==> config.mk <==
export PLATFORM = sky130hd
export DESIGN_NAME = dual_issue_dispatcher
export DESIGN_NICKNAME = d
export VERILOG_FILES = /design/src/rtl/dual_issue_dispatcher.sv
export SDC_FILE = /design/constraint.sdc
export NUM_CORES = 1
export LEC_CHECK = 0
export CAP_MARGIN = 20
export CORE_MARGIN = 3
export CORE_UTILIZATION = 58
export DETAILED_ROUTE_END_ITERATION = 16
export PLACE_DENSITY = 0.95
export SLEW_MARGIN = 20
export SYNTH_ARGS = -nofsm -noshare
export SYNTH_HDL_FRONTEND = slang
export SYNTH_SLANG_ARGS = --single-unit
==> constraint.sdc <==
create_clock -name clk -period 8.5 [get_ports clk]
set_input_delay 1.7 -clock clk [delete_from_list [all_inputs] [get_ports clk]]
set_output_delay 1.7 -clock clk [all_outputs]
set_load 0.01 [all_outputs]
==> src/rtl/dual_issue_dispatcher.sv <==
// Dual-processor dispatcher: holds one decoded instruction, checks it against a local
// scoreboard plus the register manager's busy table, and boots main/sub or drains a sync barrier.
module dual_issue_dispatcher #(
  parameter int REGISTER_AMOUNT = 32,
  parameter int REG_CTN_WIDTH   = $clog2(REGISTER_AMOUNT),
  parameter int STALL_CNT_WIDTH = 16
) (
  input  logic                         clk,
  input  logic                         rst_n,
  input  logic                         instr_valid,
  output logic                         instr_ready,
  input  logic [REG_CTN_WIDTH-1:0]     instr_rd,
  input  logic [REG_CTN_WIDTH-1:0]     instr_rs1,
  input  logic [REG_CTN_WIDTH-1:0]     instr_rs2,
  input  logic                         instr_sync,
  input  logic [REGISTER_AMOUNT-1:0]   processing_register_table,
  input  logic                         processor_idle_1,
  input  logic                         processor_idle_2,
  output logic                         boot_renew_register_1,
  output logic                         boot_renew_register_2,
  output logic [REG_CTN_WIDTH*3-1:0]   register_num,
  output logic [REG_CTN_WIDTH-1:0]     issue_rs1,
  output logic [REG_CTN_WIDTH-1:0]     issue_rs2,
  output logic                         sync_done,
  output logic [STALL_CNT_WIDTH-1:0]   stall_cnt
);

  typedef enum logic [1:0] {TRK_FREE, TRK_LAUNCHED, TRK_RUN} trk_state_t;
  typedef logic [REG_CTN_WIDTH-1:0] reg_idx_t;

  logic                       hold_valid;
  logic                       hold_sync;
  reg_idx_t                   hold_rd;
  reg_idx_t                   hold_rs1;
  reg_idx_t                   hold_rs2;
  logic [REGISTER_AMOUNT-1:0] scoreboard;
  logic [REGISTER_AMOUNT-1:0] scoreboard_next;
  trk_state_t                 trk_state [2];
  trk_state_t                 trk_next  [2];
  reg_idx_t                   trk_rd    [2];
  reg_idx_t                   issued_rd;

  logic [1:0] idle;
  logic [1:0] issue_to;
  logic [1:0] retire;
  logic       hazard;
  logic       any_free;
  logic       issue;
  logic       sync_fire;
  logic       stall;
  logic       handshake;

  // Register 0 is hard-wired and therefore never a dependency.
  function automatic logic busy(input reg_idx_t r,
                                input logic [REGISTER_AMOUNT-1:0] sb,
                                input logic [REGISTER_AMOUNT-1:0] tbl);
    return (r != '0) && (sb[r] || tbl[r]);
  endfunction

  assign idle        = {processor_idle_2, processor_idle_1};
  assign instr_ready = ~hold_valid;
  assign handshake   = instr_valid & ~hold_valid;

  assign hazard    = ~hold_sync & (busy(hold_rs1, scoreboard, processing_register_table) |
                                   busy(hold_rs2, scoreboard, processing_register_table) |
                                   busy(hold_rd,  scoreboard, processing_register_table));
  assign any_free  = (trk_state[0] == TRK_FREE) | (trk_state[1] == TRK_FREE);
  assign issue     = hold_valid & ~hold_sync & ~hazard & any_free;
  // Main wins whenever it is free; sub only takes work main cannot.
  assign issue_to  = {issue & (trk_state[0] != TRK_FREE), issue & (trk_state[0] == TRK_FREE)};
  assign sync_fire = hold_valid & hold_sync & (trk_state[0] == TRK_FREE) &
                     (trk_state[1] == TRK_FREE) & ~|scoreboard;
  assign stall     = hold_valid & ~issue & ~sync_fire;

  assign register_num = {{(2*REG_CTN_WIDTH){1'b0}}, issued_rd};

  // NOTE: every variable driven here gets a default before any branch, so no latch is inferred.
  always_comb begin
    retire = '0;
    for (int n = 0; n < 2; n++) begin
      trk_next[n] = trk_state[n];
      case (trk_state[n])
        TRK_FREE:     if (issue_to[n]) trk_next[n] = TRK_LAUNCHED;
        TRK_LAUNCHED: if (!idle[n])    trk_next[n] = TRK_RUN;
        TRK_RUN: if (idle[n]) begin
          trk_next[n] = TRK_FREE;
          retire[n]   = 1'b1;
        end
        default:      trk_next[n] = TRK_FREE;
      endcase
    end
  end

  // Clears come before the set; an issuing rd can never match a retiring rd
  // because that rd would still be busy and block the issue.
  always_comb begin
    scoreboard_next = scoreboard;
    for (int n = 0; n < 2; n++)
      if (retire[n]) scoreboard_next[trk_rd[n]] = 1'b0;
    if (issue && hold_rd != '0) scoreboard_next[hold_rd] = 1'b1;
  end

  // NOTE: sequential state uses non-blocking assignments so every register samples pre-edge values.
  always_ff @(posedge clk or negedge rst_n) begin
    if (!rst_n) begin
      for (int n = 0; n < 2; n++) trk_state[n] <= TRK_FREE;
    end else begin
      for (int n = 0; n < 2; n++) trk_state[n] <= trk_next[n];
    end
  end

  // NOTE: the scoreboard is plain flops, not a RAM, so it is cleared by reset like all other state.
  always_ff @(posedge clk or negedge rst_n) begin
    if (!rst_n) begin
      hold_valid            <= 1'b0;
      hold_sync             <= 1'b0;
      hold_rd               <= '0;
      hold_rs1              <= '0;
      hold_rs2              <= '0;
      scoreboard            <= '0;
      for (int n = 0; n < 2; n++) trk_rd[n] <= '0;
      issued_rd             <= '0;
      issue_rs1             <= '0;
      issue_rs2             <= '0;
      boot_renew_register_1 <= 1'b0;
      boot_renew_register_2 <= 1'b0;
      sync_done             <= 1'b0;
      stall_cnt             <= '0;
    end else begin
      scoreboard            <= scoreboard_next;
      boot_renew_register_1 <= issue_to[0];
      boot_renew_register_2 <= issue_to[1];
      sync_done             <= sync_fire;
      for (int n = 0; n < 2; n++)
        if (issue_to[n]) trk_rd[n] <= hold_rd;
      if (issue) begin
        issued_rd <= hold_rd;
        issue_rs1 <= hold_rs1;
        issue_rs2 <= hold_rs2;
      end
      if (handshake) begin
        hold_valid <= 1'b1;
        hold_sync  <= instr_sync;
        hold_rd    <= instr_rd;
        hold_rs1   <= instr_rs1;
        hold_rs2   <= instr_rs2;
      end else if (issue || sync_fire) begin
        hold_valid <= 1'b0;
      end
      if (stall && stall_cnt != '1) stall_cnt <= stall_cnt + STALL_CNT_WIDTH'(1);
    end
  end

endmodule

== Word level (Yosys, flattened, before mapping) ==
Cells that the tools add are included.
Word-level totals
  logic and storage cells: 121
  latch bits: 0
  flip-flop bits (word level): 97
  bits in read-only memories: 0
  memories kept: 0
  memory bits (writable): 0
Operators by class
  multiplexer cells: 35
  $add $sub $neg: 1
  shifts and indexed selects: 0
  reduce and logical (&&, ||, !) cells: 23
  magnitude comparators: 8
  eq/ne operators: 11
  multiply operators: 0
  bitwise logic cells: 26
  div/mod/pow operators: 0
Operators with widths (number)
  2-to-1 mux 32 bit: 3
  AND 32 bit: 2
  NOT 32 bit: 2
  OR 32 bit: 1
  OR reduction 32 bit: 1
  binary-select mux 1 bit (select 5 bit): 6
  < comparator 5 x 6 -> 1 bit (second input constant): 5
  adder 16 x 1 -> 16 bit (second input constant): 1
  != test 16 bit (second input constant): 1
  demux 1 bit (select 5 bit): 3
  >= comparator 5 x 1 -> 1 bit (second input constant): 3
  2-to-1 mux 1 bit: 15
  nonzero test 5 bit: 3
  AND 1 bit: 13
  2-to-1 mux 2 bit: 6
  != test 2 bit (second input constant): 6
  case mux 2 bit (3 select lines): 2
  logical AND 1 bit: 8
  AND reduction 3 bit: 2
  NOT 1 bit: 5
  equality test 2 x 1 -> 1 bit (second input constant): 2
  equality test 2 bit (second input constant): 2
  zero test 2 bit: 2
  logical OR 1 bit: 4
  other kinds (3): 6

== Depth between registers and ports, before layout ==
  word-level depth: 14
  depth in mapped cells: 11
  gate-level depth less buffers: 8

== Worst setup path before layout ==
OpenSTA, ideal clock, no wires.
  kind: input-to-reg
  start: input processing_register_table[8]
  end: register trk_rd[0] (netlist bit)
  arrival: 3.977 ns
  stages on the path: 9
  library setup time: 0.125 ns
  slack: 4.398 ns
  cell sequence: or2_2 > mux4_2 > a211oi_2 > a211oi_1 > nor4b_1 > nand2_2 > or4_4 > buf_6 > mux2_4
On the way
  word-level cells in the longest chain between the ends: 11
  elaborated cells between the ends (all ways): 19
  classes of those cells: 6 x mux; 7 x bitwise; 6 x reduce/logical
RTL lines
  start, declared: line 16  | input logic [REGISTER_AMOUNT-1:0] processing_register_table,
  binary-select mux 1 bit (select 5 bit): line 57  | return (r != '0) && (sb[r] || tbl[r]);
  2-to-1 mux 1 bit (not written as such): line 57
  logical OR 1 bit: line 57
  logical AND 1 bit: line 57
  OR 1 bit: line 64  | assign hazard = ~hold_sync & (busy(hold_rs1, scoreboard, processing_register_table) |
  OR 1 bit *: line 65  | busy(hold_rs2, scoreboard, processing_register_table) |
  AND 1 bit *: line 64
  NOT 1 bit *: line 68  | assign issue = hold_valid & ~hold_sync & ~hazard & any_free;
  AND 1 bit * (2 in series): line 68
  AND 1 bit *: line 70  | assign issue_to = {issue & (trk_state[0] != TRK_FREE), issue & (trk_state[0] == TRK_FREE)};
  end signal, assigned by index: line 135  | if (issue_to[n]) trk_rd[n] <= hold_rd;
  end, declared: line 40  | reg_idx_t trk_rd [2];
Every way passes the cells marked *; elsewhere a longest branch is shown, timed or not. The select of a mux whose other input is x is not followed.
A chain may end at the register's enable or synchronous reset.

== Worst setup path in the final report ==
  start: input processing_register_table[8]
  end: register scoreboard[5]
On the way
  word-level cells in the longest chain between the ends: 12
  elaborated cells between the ends (all ways): 20
  classes of those cells: 7 x mux; 6 x bitwise; 7 x reduce/logical
RTL lines
  binary-select mux 1 bit (select 5 bit): line 57
  2-to-1 mux 1 bit (not written as such): line 57
  logical OR 1 bit: line 57
  logical AND 1 bit: line 57
  OR 1 bit: line 64
  OR 1 bit *: line 65
  AND 1 bit *: line 64
  NOT 1 bit *: line 68
  AND 1 bit * (2 in series): line 68
  logical AND 1 bit *: line 100  | if (issue && hold_rd != '0) scoreboard_next[hold_rd] = 1'b1;
  2-to-1 mux 32 bit *: line 100
  named net scoreboard_next[5]: line 37  | logic [REGISTER_AMOUNT-1:0] scoreboard_next;
  end signal, assigned: line 130  | scoreboard <= scoreboard_next;
  end, declared: line 36  | logic [REGISTER_AMOUNT-1:0] scoreboard;
The timed path passes the listed nets; every way through them passes the cells marked *. The select of a mux whose other input is x is not followed.

==> key figures <==
Setup path
  • CP startpoint: processing_register_table[8]
  • CP max stage cell: nor3_2
  • Reg2Reg Depth: 8
  • R2r startpoint: hold_rd[1]$_DFFE_PN0P_
  • Worst EP arrival: ~5 ns
  • Crit end category: flop
  • Worst Path Required: a little under 9 ns
  • RR Endpoint: scoreboard[5]$_DFF_PN0_
  • Crit Path Category: in -> reg
  • Crit path cell chain: clkdlybuf4s50_1, or2_2, mux4_2, a211oi_2, a211oi_1, nor4_1, nand2_2, nor3_2, a22o_1
  • CP max stage delay: 0.57 ns
  • Crit start category: input pin
  • Crit path to: scoreboard[5]$_DFF_PN0_
  • Worst reg-to-reg setup slack: 4.49 ns
  • Critical path peak fanout: 32

Yosys
  • #FFs+latches synth: 97
  • Warnings, synthesis: 0
  • Post-synth top area share: between 40% and 50%
  • Post-Syn Area: 5562 um^2
  • Cells after Synth: 536
  • Dominant cell type by area after synthesis: dfrtp_1
  • Post-synth EDFFs: 0
  • Async set-reset flop share out of synthesis: 100.0%
  • Count leader, synth: dfrtp_1
  • Post-synth top cells: dfrtp_1 (97), nor2_1 (47), mux2_2 (31)
  • Post-synthesis cell type count: 66
  • Sequential area share after synthesis: 43.64%
  • Largest cells by area after synthesis: dfrtp_1 (44%), mux2_2 (6.3%), mux4_2 (4.9%)
  • Main synth FF type: dfrtp_1
  • Syn Area/Cell: 10.38 um^2

Drt
  • Total routed wirelength: roughly 17 mm
  • WL/cell: 22.36 um
  • DR iter-0 viols: 628
  • Final ANT Viol Nets: 0
  • Via/cell ratio: between 6 and 7
  • Vias: about 5k
  • DRC: 0
  • 1st-pass router iterations: 5

Clocking
  • Post_cts resized: 0
  • CTS Buf Count: 9
  • CTS root buf: clkbuf_8
  • Post-CTS Setup Inserts: 0
  • Clock buffer depth: 2
  • Sink Count: 97
  • Htree depth: 3
  • Reg clk slew, reported paths: 0.09 ns
  • Clock Latency Late Sink: 0.38 ns
  • CTS tree: built
  • Cts hold-fix bufs: 0

Floorplan
  • CORE AREA: 9284 um^2
  • DIE WIDTH: roughly 100 um
  • Core Rows: 35
  • Die H: 103.9 um
  • Area of the die: 10800 um^2
  • Initial Util: 59.91%
  • Num ports: 98

STA
  • Setup TNS: 0 ns
  • RSZ-0062 raised after global routing: no
  • Max Slew Vio Count: 0
  • Rel. slew slack: 28.39%
  • Tcrit/Tclk final: 55.19%
  • Final Critical Period: 4.691 ns
  • Hold_ws: between 0.5 and 0.6 ns
  • Setup Viol. Count Final: 0
  • Final hold vios: 0
  • Fmax: 213.2 MHz
  • Worst Clk Skew: 0.01505 ns
  • Slew @ Worst Pin: 1.066 ns

Global routing
  • Number of global-route vias before repair: 5046
  • Total track usage: 31.00%
  • Total congestion overflow: 0
  • Global-route wire length before repair: around 26 mm
  • Largest net degree at the start of global routing: 70
  • Initial antenna violation count: 0

Hold path
  • Hold Crit Class: reg -> reg
  • Hold wc startpoint: stall_cnt[9]$_DFFE_PN0P_

Cells and area
  • Final Non-Filler Cells: 741
  • # diodes: 0
  • Layout cells sized above 1: 15.36%
  • Layout Nets: ~660
  • Area grow syn2layout: 19.50%

Power
  • Cell Pwr Density: about 340 nW/um^2
  • Worst vdd ir: 0.0001951 V
  • Static Leak: 2.671 nW

Placed design
  • Dpl hpwl: 12.13 mm
  • Cell Count Post-Placement: just over 700
  • I/O Buffers: 87
  • GP Congestion: roughly 1

Outcome
  • Status: complete, no violations

Flow run
  • MaxCap Viol Count: 0
-- per-layer routing --
metal / vias to the layer above / part of all wire (%) / GRT usage (%)
li1: 2154 / - / -
met1: 2435 / 38 / 39.39
met2: 393 / 47 / 50.19
met3: 82 / 10 / 6.828
met4: 0 / 4.8 / 15.76
met5: - / 0 / 0
-- sequential cells by signal (all words and copies together), names as in the netlist --
name,count
scoreboard,32
stall_cnt,16
trk_rd,10
hold_rd,5
hold_rs1,5
hold_rs2,5
issue_rs1,5
issue_rs2,5
issued_rd,5
trk_state,4
boot_renew_register_1,1
boot_renew_register_2,1
hold_sync,1
hold_valid,1
sync_done,1
-- cell usage in the layout (no fill, tap or decap), types with 3 or more instances in the layout --
cell             instances
dfrtp_1                 97
clkdlybuf4s50_1         86
nor2_1                  47
mux2_2                  31
o21ai_0                 30
nand2_1                 28
nor3_1                  26
nand3_1                 18
o221ai_1                17
xnor2_1                 15
a22oi_1                 13
a22o_1                  13
mux4_2                  12
nand4_1                 12
conb_1                  10
clkbuf_8                10
nor3b_1                  9
a21oi_1                  9
nor4_1                   8
and2_1                   7
inv_1                    7
nand3b_1                 7
or3b_2                   6
a211oi_1                 6
or2_2                    6
nor3_2                   5
a2111oi_0                5
and3_1                   5
mux2_4                   5
or3_1                    4
nor4b_1                  4
and3b_1                  4
nor2b_1                  3
o311ai_0                 3
buf_4                    3
-- where the power goes --
group          internal (mW)  total [mW]  switching [mW]
clock network          0.145       0.313           0.168
registers              0.632       0.960           0.329
logic                  0.532        1.01           0.478
total                   1.31        2.28           0.975
-- stage by stage --
| step | power (mW) | worst slack, ns | instance area, um^2 | utilization, % |
|---|---|---|---|---|
| 6_report | 2.283 | 3.809 | 6646 | 71.59 |
| 2_1_floorplan | 1.564 | 4.398 | 5595 | - |
| 3_5_place_dp | 1.941 | 3.451 | 6434 | 69.30 |
| 5_1_grt | 2.405 | 3.661 | 6646 | 71.59 |
| 4_1_cts | 2.253 | 3.828 | 6636 | 71.48 |
| 3_3_place_gp | 1.883 | 3.631 | 6434 | 69.30 |
-- how the worst min path moves through the flow --
| stage | to | slack, ns | cells past startpoint |
|---|---|---|---|
| 4_1_cts | stall_cnt[10]$_DFFE_PN0P_ | 0.51 | 1 |
| 3_3_place_gp | stall_cnt[10]$_DFFE_PN0P_ | 0.48 | 1 |
| 2_1_floorplan | trk_state[2]$_DFFE_PN0P_ | 0.47 | 1 |
| 5_1_grt | stall_cnt[10]$_DFFE_PN0P_ | 0.52 | 1 |
| 3_5_place_dp | issued_rd[1]$_DFFE_PN0P_ | 0.50 | 1 |
| 6_report | stall_cnt[9]$_DFFE_PN0P_ | 0.51 | 1 |
-- final cells by class --
| type | count | area (um^2) |
|---|---|---|
| clock buffer | 10 | 137.6 |
| inverter | 9 | 33.78 |
| fill | 680 | 2638 |
| sequential | 97 | 2427 |
| tap | 129 | 161.4 |
| timing repair buffer | 89 | 883.3 |
| multi-input combinational | 401 | 2938 |
| clock inverter | 6 | 65.06 |
-- cell families (layout without fill, tap and decap cells) --
family                   after synthesis  after routing  synth area share [%]
other                                  1             10               0.06743
AND/OR/NAND/NOR                      215            215                 21.55
AO/OA/AOI/OAI                        109            109                 14.44
adder cells (fa/ha/maj)                1              1                0.2249
buffers and inverters                 47            114                 4.364
XOR/XNOR                              15             15                 2.362
flip-flops                            97             97                 43.64
multiplexers                          51             51                 13.34
-- worst max-delay path, delay by kind of cell --
family / cells / cell delay (ns)
simple gates: 4 / 1.82
compound gates: 3 / 0.58
buf+inv: 1 / 0.43
mux: 1 / 0.46
(Power assumes the default switching activity.)
==> variant (same settings) <==
Make the reset (`rst_n`) synchronous in 2 clocked blocks.
--- a/src/rtl/dual_issue_dispatcher.sv
+++ b/src/rtl/dual_issue_dispatcher.sv
@@ -103,3 +103,3 @@
   // NOTE: sequential state uses non-blocking assignments so every register samples pre-edge values.
-  always_ff @(posedge clk or negedge rst_n) begin
+  always_ff @(posedge clk) begin
     if (!rst_n) begin
@@ -112,3 +112,3 @@
   // NOTE: the scoreboard is plain flops, not a RAM, so it is cleared by reset like all other state.
-  always_ff @(posedge clk or negedge rst_n) begin
+  always_ff @(posedge clk) begin
     if (!rst_n) begin
Function: differs if rst_n is asserted again (counterexample within 4 cycles, from zero or initial values and one cycle with rst_n low); with rst_n held inactive, the same outputs for 4 cycles.
==> variant against the original RTL <==
  * Setup slack improved by 0.15 ns
  * Sequential cell count did not move
  * Design area fell by 3.8%
  * Area after synthesis fell by 2.0%
  * Routed wire length rose by 10%
Power is not compared: it rests on default switching activity, and its combinational part moved more than twofold at a synthesized area within 25%.
==> variant: results (changes against the original RTL) <==
Largest cells by area after synthesis = dfxtp_1 32%, a21oi_1 5.8%, edfxtp_1 5.5%
ClkCell Share = 0.02973 (-0.0007630)
Leak = 2.043 nW
Slowest CP cell = or4_1
Peak VDD IR = 0.09787 mV
Xor-xnor portion of the synthesized cell area = 0.003215 (-0.02041)
Initial antenna violation count = 0 (unchanged)
Worst Skew = 0.01260 ns (-0.002445 ns)
Gr usage total = 0.3525 (+0.04250)
Drt wl/cell = 21.99 um (-1.7%)
Global route total overflow = 0 (unchanged)
Ant diodes = 0 (unchanged)
Htree depth = 3 (unchanged)
Adder-cell share of the synthesized area = 0.002297 (+0.00004702)
Register area share after synthesis = 0.3748 (-0.06162)
Synth Flop Type = dfxtp_1
Reg clk slew, reported paths = 0.09 ns (about the same)
Post-synthesis compound-gate area fraction = 0.2092 (+0.06480)
Crit-path max cell delay = 0.59 ns (+0.02 ns)
Most frequent cells after synthesis = 87 x dfxtp_1, 68 x nand2_1, 63 x a21oi_1, 62 x nor2_1
Nets@finish = 771 (+17%)
Clk buf depth = 2 (unchanged)
Non-clock inverters = 12 (+3)
Delay-heaviest family, CP = simple AND/OR/NAND/NOR gates
Number of global-route vias before repair = 5,708 (+13%)
Asr flop ratio synth = 0 (-1.000)
Signal buffers = 92 (+3.4%)
PostCTS Resize Cnt = 0 (unchanged)
Yosys warns = 0 (unchanged)
CLK BUF = 12 (+2)
Post-CTS Setup Inserts = 0 (unchanged)
Routability cong. = 0.9919 (-0.59%)
Count of multi-input gates = 505 (+26%)
Seq/total area = 0.3192 (-0.04596)
Max transition margin = 0.2851 (+0.001171)
Multi-input gate area = 3075 um2 (+4.7%)
Detailed Place HPWL = 12,990 um (+7.1%)
Cts bufs inserted = 9 (unchanged)
EDFF count, synth = 10 (+10)
Multiplexer share of the synthesized area = 0.05512 (-0.07829)
Top fanout value on the critical path = 61 (+91%)
Largest net degree at the start of global routing = 62 (-11%)
Synth unique cells = 62 (-6.1%)
Clk root buf = clkbuf_8
Worst skew pair latency = 0.37 ns
Hold Crit Class = register to register
Drt pass-1 iters = 6 (+1)
Data buffer area share = 0.1420 (+0.009112)
Layout cell share with drive strength beyond 1 = 0.05125 (-0.1023)
Status = completed
DR iter-0 viols = 832 (+32%)
First-pass GRT wire length = 29,060 um (+9.7%)
FILL cells = 692 (+1.8%)
Routed vias/inst = 7.035 (+2.9%)
==> variant: worst paths after layout <==
kind / from / endpoint / slack, ns / cells past startpoint
min reg2reg: hold_rd[0]$_SDFFE_PN0P_ / hold_rd[0]$_SDFFE_PN0P_ / 0.50 / 2
max reg2reg: hold_rd[1]$_SDFFE_PN0P_ / trk_rd[0][6]$_DFFE_PP_ / 4.90 / 10
min: hold_rd[0]$_SDFFE_PN0P_ / hold_rd[0]$_SDFFE_PN0P_ / 0.50 / 2
max: processing_register_table[30] / trk_rd[0][6]$_DFFE_PP_ / 3.96 / 10
==> variant: stage by stage <==
stage / instances / hold WS [ns] / instance area, um2 / setup WS [ns] / power, mW
floorplan: 668 / 0.4418 / 5482 / 4.580 / 0.6144
global placement: 814 / 0.4615 / 6203 / 3.723 / 0.6670
detailed placement: 814 / 0.4777 / 6203 / 3.655 / 0.6699
CTS: 830 / 0.4975 / 6394 / 4.030 / 0.9528
global route: 830 / 0.5121 / 6396 / 3.783 / 0.9982
finish: 830 / 0.4967 / 6396 / 3.956 / 0.9581
==> variant: metal layers <==
layer / global-route usage / vias to the layer above / wire [um]
met5: 0 / - / 0
met4: 0.1673 / 0 / 867
met3: 0.07645 / 95 / 2021
met2: 0.5649 / 443 / 8372
met1: 0.4531 / 2707 / 6991
li1: - / 2594 / -
==> variant: power by group <==
| group | leakage, nW | internal [mW] | switching, mW |
|---|---|---|---|
| combinational | 1.14 | 0.0686 | 0.0997 |
| sequential | 0.808 | 0.474 | 0.0242 |
| clock | 0.0927 | 0.127 | 0.164 |
| total | 2.04 | 0.670 | 0.288 |
